==> config.mk <==
export PLATFORM = sky130hd
export DESIGN_NAME = uart_frame_ctrl
export DESIGN_NICKNAME = d
export VERILOG_FILES = /design/src/rtl/uart_frame_ctrl.sv
export SDC_FILE = /design/constraint.sdc
export NUM_CORES = 1
export LEC_CHECK = 0
export CELL_PAD_IN_SITES_DETAIL_PLACEMENT = 1
export CELL_PAD_IN_SITES_GLOBAL_PLACEMENT = 1
export CORE_MARGIN = 8
export CORE_UTILIZATION = 37
export CTS_CLUSTER_SIZE = 30
export DETAILED_ROUTE_END_ITERATION = 10
export MAX_ROUTING_LAYER = met4
export PLACE_DENSITY_LB_ADDON = 0.1
export SYNTH_ARGS = -nofsm -noshare
export SYNTH_HDL_FRONTEND = slang
export SYNTH_SLANG_ARGS = --single-unit
==> constraint.sdc <==
create_clock -name clk -period 2.5 [get_ports clk]
set_input_delay 0.5 -clock clk [delete_from_list [all_inputs] [get_ports clk]]
set_output_delay 0.5 -clock clk [all_outputs]
set_load 0.02 [all_outputs]
==> src/rtl/uart_frame_ctrl.sv <==
// uart_frame_ctrl: receives fixed-length UART frames, checks the message ID,
// replies with a frame byte by byte and watches the link for silence.
module uart_frame_ctrl #(
  parameter int          BUFFER_SIZE = 80,
  parameter logic [31:0] MSGID       = 32'h74697277,
  parameter logic [31:0] TIMEOUT     = 32'd4800000,
  parameter logic [15:0] GAP_TIMEOUT = 16'd240
) (
  input  logic                   clk,
  input  logic                   rst,
  input  logic [7:0]             rx_byte,
  input  logic                   rx_byte_valid,
  input  logic                   tx_busy,
  output logic                   tx_start,
  output logic [7:0]             tx_byte,
  input  logic [BUFFER_SIZE-1:0] tx_data,
  output logic [BUFFER_SIZE-1:0] rx_data,
  output logic                   rx_frame_valid,
  output logic                   link_ok,
  output logic [7:0]             err_msgid_cnt,
  output logic [7:0]             err_gap_cnt
);
  localparam int NBYTES = BUFFER_SIZE / 8;
  localparam int CW = $clog2(NBYTES + 1);
  localparam logic [CW-1:0] LAST = CW'(NBYTES - 1);
  typedef enum logic [2:0] {IDLE, RECV, CHECK, TX_LOAD, TX_ACK, TX_DRAIN} state_e;
  state_e state_q, state_d;
  logic [BUFFER_SIZE-1:0] rx_buf_q, rx_buf_d, tx_buf_q, tx_buf_d, rx_data_q, rx_data_d;
  logic [CW-1:0] byte_cnt_q, byte_cnt_d, tx_idx_q, tx_idx_d;
  logic [15:0] gap_cnt_q, gap_cnt_d;
  logic [31:0] wd_q, wd_d;
  logic [1:0] ack_cnt_q, ack_cnt_d;
  logic [7:0] tx_byte_q, tx_byte_d, err_msgid_q, err_msgid_d, err_gap_q, err_gap_d;
  logic tx_start_q, tx_start_d, rfv_q, rfv_d, link_ok_q, link_ok_d;
  logic id_ok, gap_abort, accept;
  assign id_ok = rx_buf_q[BUFFER_SIZE-1 -: 32] == MSGID;
  // the silent cycle that would bring gap_cnt up to GAP_TIMEOUT aborts the frame
  assign gap_abort = state_q == RECV && !rx_byte_valid && gap_cnt_q == GAP_TIMEOUT - 16'd1;
  assign accept = state_q == CHECK && id_ok;
  always_ff @(posedge clk) state_q <= rst ? IDLE : state_d;
  always_comb begin
    state_d = state_q;
    case (state_q)
      IDLE:     if (rx_byte_valid) state_d = RECV;
      RECV:     if (rx_byte_valid && byte_cnt_q == LAST) state_d = CHECK;
                else if (gap_abort) state_d = IDLE;
      CHECK:    state_d = id_ok ? TX_LOAD : IDLE;
      TX_LOAD:  if (!tx_busy) state_d = TX_ACK;
      TX_ACK:   if (tx_busy || ack_cnt_q == 2'd3) state_d = TX_DRAIN;
      TX_DRAIN: if (!tx_busy) state_d = tx_idx_q == LAST ? IDLE : TX_LOAD;
      default:  state_d = IDLE;
    endcase
  end
  always_comb begin
    rx_buf_d = rx_buf_q;
    tx_buf_d = tx_buf_q;
    rx_data_d = rx_data_q;
    byte_cnt_d = byte_cnt_q;
    tx_idx_d = tx_idx_q;
    gap_cnt_d = gap_cnt_q;
    ack_cnt_d = ack_cnt_q;
    tx_byte_d = tx_byte_q;
    err_msgid_d = err_msgid_q;
    err_gap_d = err_gap_q;
    tx_start_d = 1'b0;
    rfv_d = 1'b0;
    link_ok_d = link_ok_q;
    wd_d = wd_q == TIMEOUT ? wd_q : wd_q + 32'd1;
    case (state_q)
      IDLE: if (rx_byte_valid) begin
        rx_buf_d = {rx_buf_q[BUFFER_SIZE-9:0], rx_byte};
        byte_cnt_d = CW'(1);
        gap_cnt_d = '0;
      end
      RECV: if (rx_byte_valid) begin
        rx_buf_d = {rx_buf_q[BUFFER_SIZE-9:0], rx_byte};
        byte_cnt_d = byte_cnt_q + CW'(1);
        gap_cnt_d = '0;
      end else if (gap_abort) begin
        rx_buf_d = '0;
        err_gap_d = err_gap_q + {7'd0, err_gap_q != 8'hFF};
      end else gap_cnt_d = gap_cnt_q + 16'd1;
      CHECK: if (id_ok) begin
        rx_data_d = rx_buf_q;
        rfv_d = 1'b1;
        tx_buf_d = tx_data;
        tx_idx_d = '0;
        wd_d = '0;
        link_ok_d = 1'b1;
      end else err_msgid_d = err_msgid_q + {7'd0, err_msgid_q != 8'hFF};
      TX_LOAD: begin
        ack_cnt_d = '0;
        tx_start_d = !tx_busy;
        tx_byte_d = tx_busy ? tx_byte_q : tx_buf_q[BUFFER_SIZE-1 -: 8];
      end
      TX_ACK: ack_cnt_d = ack_cnt_q + 2'd1;
      TX_DRAIN: if (!tx_busy && tx_idx_q != LAST) begin
        tx_buf_d = {tx_buf_q[BUFFER_SIZE-9:0], 8'h00};
        tx_idx_d = tx_idx_q + CW'(1);
      end
      default: ;
    endcase
    // expiry drops the link but lets any reply in flight finish; acceptance wins a tie
    if (wd_d == TIMEOUT && !accept) begin
      link_ok_d = 1'b0;
      rx_data_d = '0;
    end
  end
  always_ff @(posedge clk) begin
    if (rst) begin
      rx_buf_q <= '0;
      tx_buf_q <= '0;
      rx_data_q <= '0;
      byte_cnt_q <= '0;
      tx_idx_q <= '0;
      gap_cnt_q <= '0;
      ack_cnt_q <= '0;
      wd_q <= '0;
      tx_byte_q <= '0;
      err_msgid_q <= '0;
      err_gap_q <= '0;
      tx_start_q <= 1'b0;
      rfv_q <= 1'b0;
      link_ok_q <= 1'b0;
    end else begin
      rx_buf_q <= rx_buf_d;
      tx_buf_q <= tx_buf_d;
      rx_data_q <= rx_data_d;
      byte_cnt_q <= byte_cnt_d;
      tx_idx_q <= tx_idx_d;
      gap_cnt_q <= gap_cnt_d;
      ack_cnt_q <= ack_cnt_d;
      wd_q <= wd_d;
      tx_byte_q <= tx_byte_d;
      err_msgid_q <= err_msgid_d;
      err_gap_q <= err_gap_d;
      tx_start_q <= tx_start_d;
      rfv_q <= rfv_d;
      link_ok_q <= link_ok_d;
    end
  end
  assign tx_start = tx_start_q;
  assign tx_byte = tx_byte_q;
  assign rx_data = rx_data_q;
  assign rx_frame_valid = rfv_q;
  assign link_ok = link_ok_q;
  assign err_msgid_cnt = err_msgid_q;
  assign err_gap_cnt = err_gap_q;
endmodule

==> results of run 1 <==
per-stage QoR:
step / std cells / setup TNS (ps) / instance area, µm² / utilization (%) / setup slack, ps
final: 2312 / -21930 / 19200 / 54.2 / -283
after global routing: 2312 / -34880 / 19200 / 54.2 / -416
after CTS: 2276 / -11050 / 18200 / 51.4 / -188
after detailed placement: 2198 / -42320 / 16700 / 47.0 / -403
after global placement: 2198 / -35500 / 16700 / 47.0 / -389
after floorplan: 1516 / -2480 / 13400 / - / -83.5
routing by layer:
layer | vias up | wire length, µm | track usage (%)
met1 | 6066 | 19800 | 25.1
li1 | 5971 | - | -
met4 | 0 | 1080 | 6.41
met3 | 69 | 2320 | 4.36
met5 | - | 0 | -
met2 | 253 | 21400 | 32.0
flip-flops by register name, indices dropped and copies added (netlist names):
| register | count |
|---|---|
| err_gap_cnt | 8 |
| tx_start | 1 |
| gap_cnt_q | 16 |
| rx_buf_q | 80 |
| rx_frame_valid | 1 |
| byte_cnt_q | 4 |
| ack_cnt_q | 2 |
| state_q | 3 |
| tx_idx_q | 4 |
| rx_data | 80 |
| link_ok | 1 |
| tx_byte | 8 |
| tx_buf_q | 80 |
| err_msgid_cnt | 8 |
| wd_q | 32 |
power by group:
group / total [W] / internal (W) / switching [W]
registers: 0.00528 / 0.00525 / 0.0000302
clock network: 0.00551 / 0.00325 / 0.00227
logic: 0.000613 / 0.000269 / 0.000344
total: 0.0114 / 0.00876 / 0.00264
worst min path at each step:
stage	start	end	slack, ps	cells past startpoint
global placement	tx_byte[2]$_SDFFE_PP0P_	tx_byte[2]$_SDFFE_PP0P_	440	2
detailed placement	tx_byte[5]$_SDFFE_PP0P_	tx_byte[5]$_SDFFE_PP0P_	460	2
global route	rst	wd_q[5]$_SDFF_PP0_	470	3
finish	rst	ack_cnt_q[1]$_SDFFE_PP0P_	420	4
CTS	rst	ack_cnt_q[1]$_SDFFE_PP0P_	400	4
floorplan	tx_buf_q[72]$_SDFFE_PP0P_	tx_byte[0]$_SDFFE_PP0P_	430	2
worst register-to-register path, cell delays in order, from the launching register on:
cell and delay, ps:
dfxtp_4 380, inv_1 100, ha_1 170, nor4b_4 230, nand4_1 190, or4_1 480
a22oi_2 220, buf_4 150, a41o_1 160, nand4b_1 210, buf_4 230, and3_1 160
layout make-up:
| type | instances | area, µm² | area share, % |
|---|---|---|---|
| antenna | 4 | 10.0 | 0.0521 |
| timing repair buffer | 388 | 3920 | 20.4 |
| sequential | 328 | 6610 | 34.4 |
| inverter | 12 | 45.0 | 0.234 |
| tap | 461 | 577 | 3.00 |
| clock inverter | 11 | 111 | 0.579 |
| multi-input combinational | 1052 | 6820 | 35.5 |
| clock buffer | 56 | 1130 | 5.87 |
cell families after synthesis:
family          share of synthesized area [%]
fa+ha+maj                                1.13
flops                                    49.4
compound gates                           13.4
mux                                      3.99
xor+xnor                                 3.75
buf+inv                                  4.26
simple gates                             24.1
cells in the final DEF, fill, tap and decap left out, drive strengths merged, types with 3 or more instances in the layout:
master	n
a211oi	3
a21oi	23
a22oi	92
a311oi	75
and2	6
and3	24
and4	9
buf	181
clkbuf	66
clkdlybuf4s50	197
clkinv	7
dfxtp	328
diode	4
ha	12
inv	13
mux2i	53
nand2	126
nand2b	4
nand3	98
nand4	27
nand4b	7
nor2	328
nor3	19
nor3b	3
nor4	15
nor4b	8
o21a	4
o21ai	10
o31a	4
or2	6
or3	5
or4	6
xnor2	23
xor2	34
repair_timing:
action | in CTS | in global routing
endpoints found under the setup margin | 170 | 157
pin swaps | 7 | 60
buffers inserted | 7 | 22
gates cloned | 4 | 12
gates resized for setup | 53 | 128
==> flow_summary_export.csv, run 1 <==
group,metric,value,unit
run_status,status,"finished, violations left",
run_status,violations,"negative setup slack",
critical_path,worstSetupPathDepth,11,
hold_path,hold_path.class,"primary input to flop",
cells_and_area,post_route_cells_drive_above_1_share,21.2,%
critical_path,crit_chain,"inv_1, ha_1, nor4b_4, nand4_1, or4_1, a22oi_2, buf_4, a41o_1, nand4b_1, buf_4, and3_1",
route,first_iter_violations,598,
critical_path,max_stage_delay,480,ps
synth,yosys_warnings,0,
synth,synth_fp_nets,1620,
critical_path,rrSetupSlack,-280,ps
floorplanning,die_area,0.0423,mm²
synth,ys_seq_area_share,49.4,%
critical_path,crit_arrival,3220,ps
timing,final.setup_skew,21.7,ps
timing,setup_slack,-283,ps
timing,slew_headroom,13.2,%
grt,grt_max_degree,197,
critical_path,reg2regPathDepth,11,
synth,ys_types,61,
cells_and_area,area_growth,44.6,%
clocking,cts_buffers,38,
floorplanning,die_x,206,µm
clocking,insertion_delay,550,ps
floorplanning,io_pins,199,
clocking,htreeDepth,2,
critical_path,path_buf_inv,3,
clocking,cts-root-buf,"clkbuf_16",
critical_path,crit_family,"simple AND/OR/NAND/NOR gates",
route,drt_first_pass_iters,5,
grt,antenna_found_initial,4,
synth,yosys_register_bits,328,
power,peakVddDrop,0.580,mV
grt,first_global_vias,12500,
synth,synth-edff-count,0,
power,p_leak,7.49,nW
timing,holdWs,420,ps
critical_path,reg2reg_from,"wd_q[0]$_SDFF_PP0_",
timing,hold_viol,0,
clocking,cts_tree,"yes",
floorplanning,start_util,37.5,%
synth,synth_cells,1516,
timing,worst_pin_slew,1300,ps
clocking,clk_pin_slew_worst_paths,60,ps
timing,rsz0062_at_grt,"true",
grt,grt_pass1_wl,67.7,mm
critical_path,crit_path_end_kind,"flop",
critical_path,critPathMostFrequentCell,"buf_4",
synth,synth_largest_area_cell,"dfxtp_1",
route,drc,0,
synth,synth_top_area_share,49.4,%
grt,grt_overflow,0,
synth,synthFlopType,"dfxtp_1",
route,postRouteAntennaNets,0,
route,wirelength,44.6,mm
synth,syn_area,0.0133,mm²
critical_path,critical_path_class,"flop to flop",
placement,gp_congestion,0.825,
timing,period_minus_slack,2780,ps
route,avgViaCountPerCell,5.35,
run,maxCapViolations,0,
critical_path,slowest_stage,"or4_1",
clocking,cts_sinks,328,
critical_path,r2r-end,"rx_data[72]$_SDFFE_PP0P_",
critical_path,crit_end,"rx_data[72]$_SDFFE_PP0P_",
cells_and_area,fill_cells,3958,
floorplanning,num_rows,69,
critical_path,cp-start-kind,"flop",
critical_path,crit_required,2940,ps
placement,hpwl,27.8,mm
synth,synthArstFlopShare,0,%
floorplanning,die_y,206,µm
timing,setup_viol,116,
clocking,cts_hold_buf,0,
timing,fin_crit_sh,111,%
placement,io_buffers,198,
critical_path,startpoint,"wd_q[0]$_SDFF_PP0_",
synth,yosys-top-cells-area,"dfxtp_1 (49%), nor2_1 (9.3%), a22oi_1 (5.2%)",
timing,maxSlewViolCount,0,
critical_path,cp_max_fo,7,
clocking,cts_buffer_depth,3,
floorplanning,core-area,0.0355,mm²
synth,netlist_top_cells_count,"dfxtp_1 (328), nor2_1 (328), nand2_1 (126)",
cells_and_area,fin_nets,1924,
timing,clock.fmax,359,MHz
route,vias,12359,
grt,grtUsageTotal,20.0,%
route,wl_per_cell,19.3,µm
synth,avgSynthCellArea,8.77,µm²
power,powerDensity,593,mW/mm²
power,total_power,0.0114,W
Note: power is estimated with default switching activity, not from simulation.
==> inputs of run 2 (changes only) <==
--- a/config.mk
+++ b/config.mk
@@ -13,6 +13,7 @@
 export DETAILED_ROUTE_END_ITERATION = 10
 export MAX_ROUTING_LAYER = met4
 export PLACE_DENSITY_LB_ADDON = 0.1
+export SLEW_MARGIN = 10
 export SYNTH_ARGS = -nofsm -noshare
 export SYNTH_HDL_FRONTEND = slang
 export SYNTH_SLANG_ARGS = --single-unit
==> results of run 2 <==
No change in the layout: final DEF, timing and power equal those of run 1.
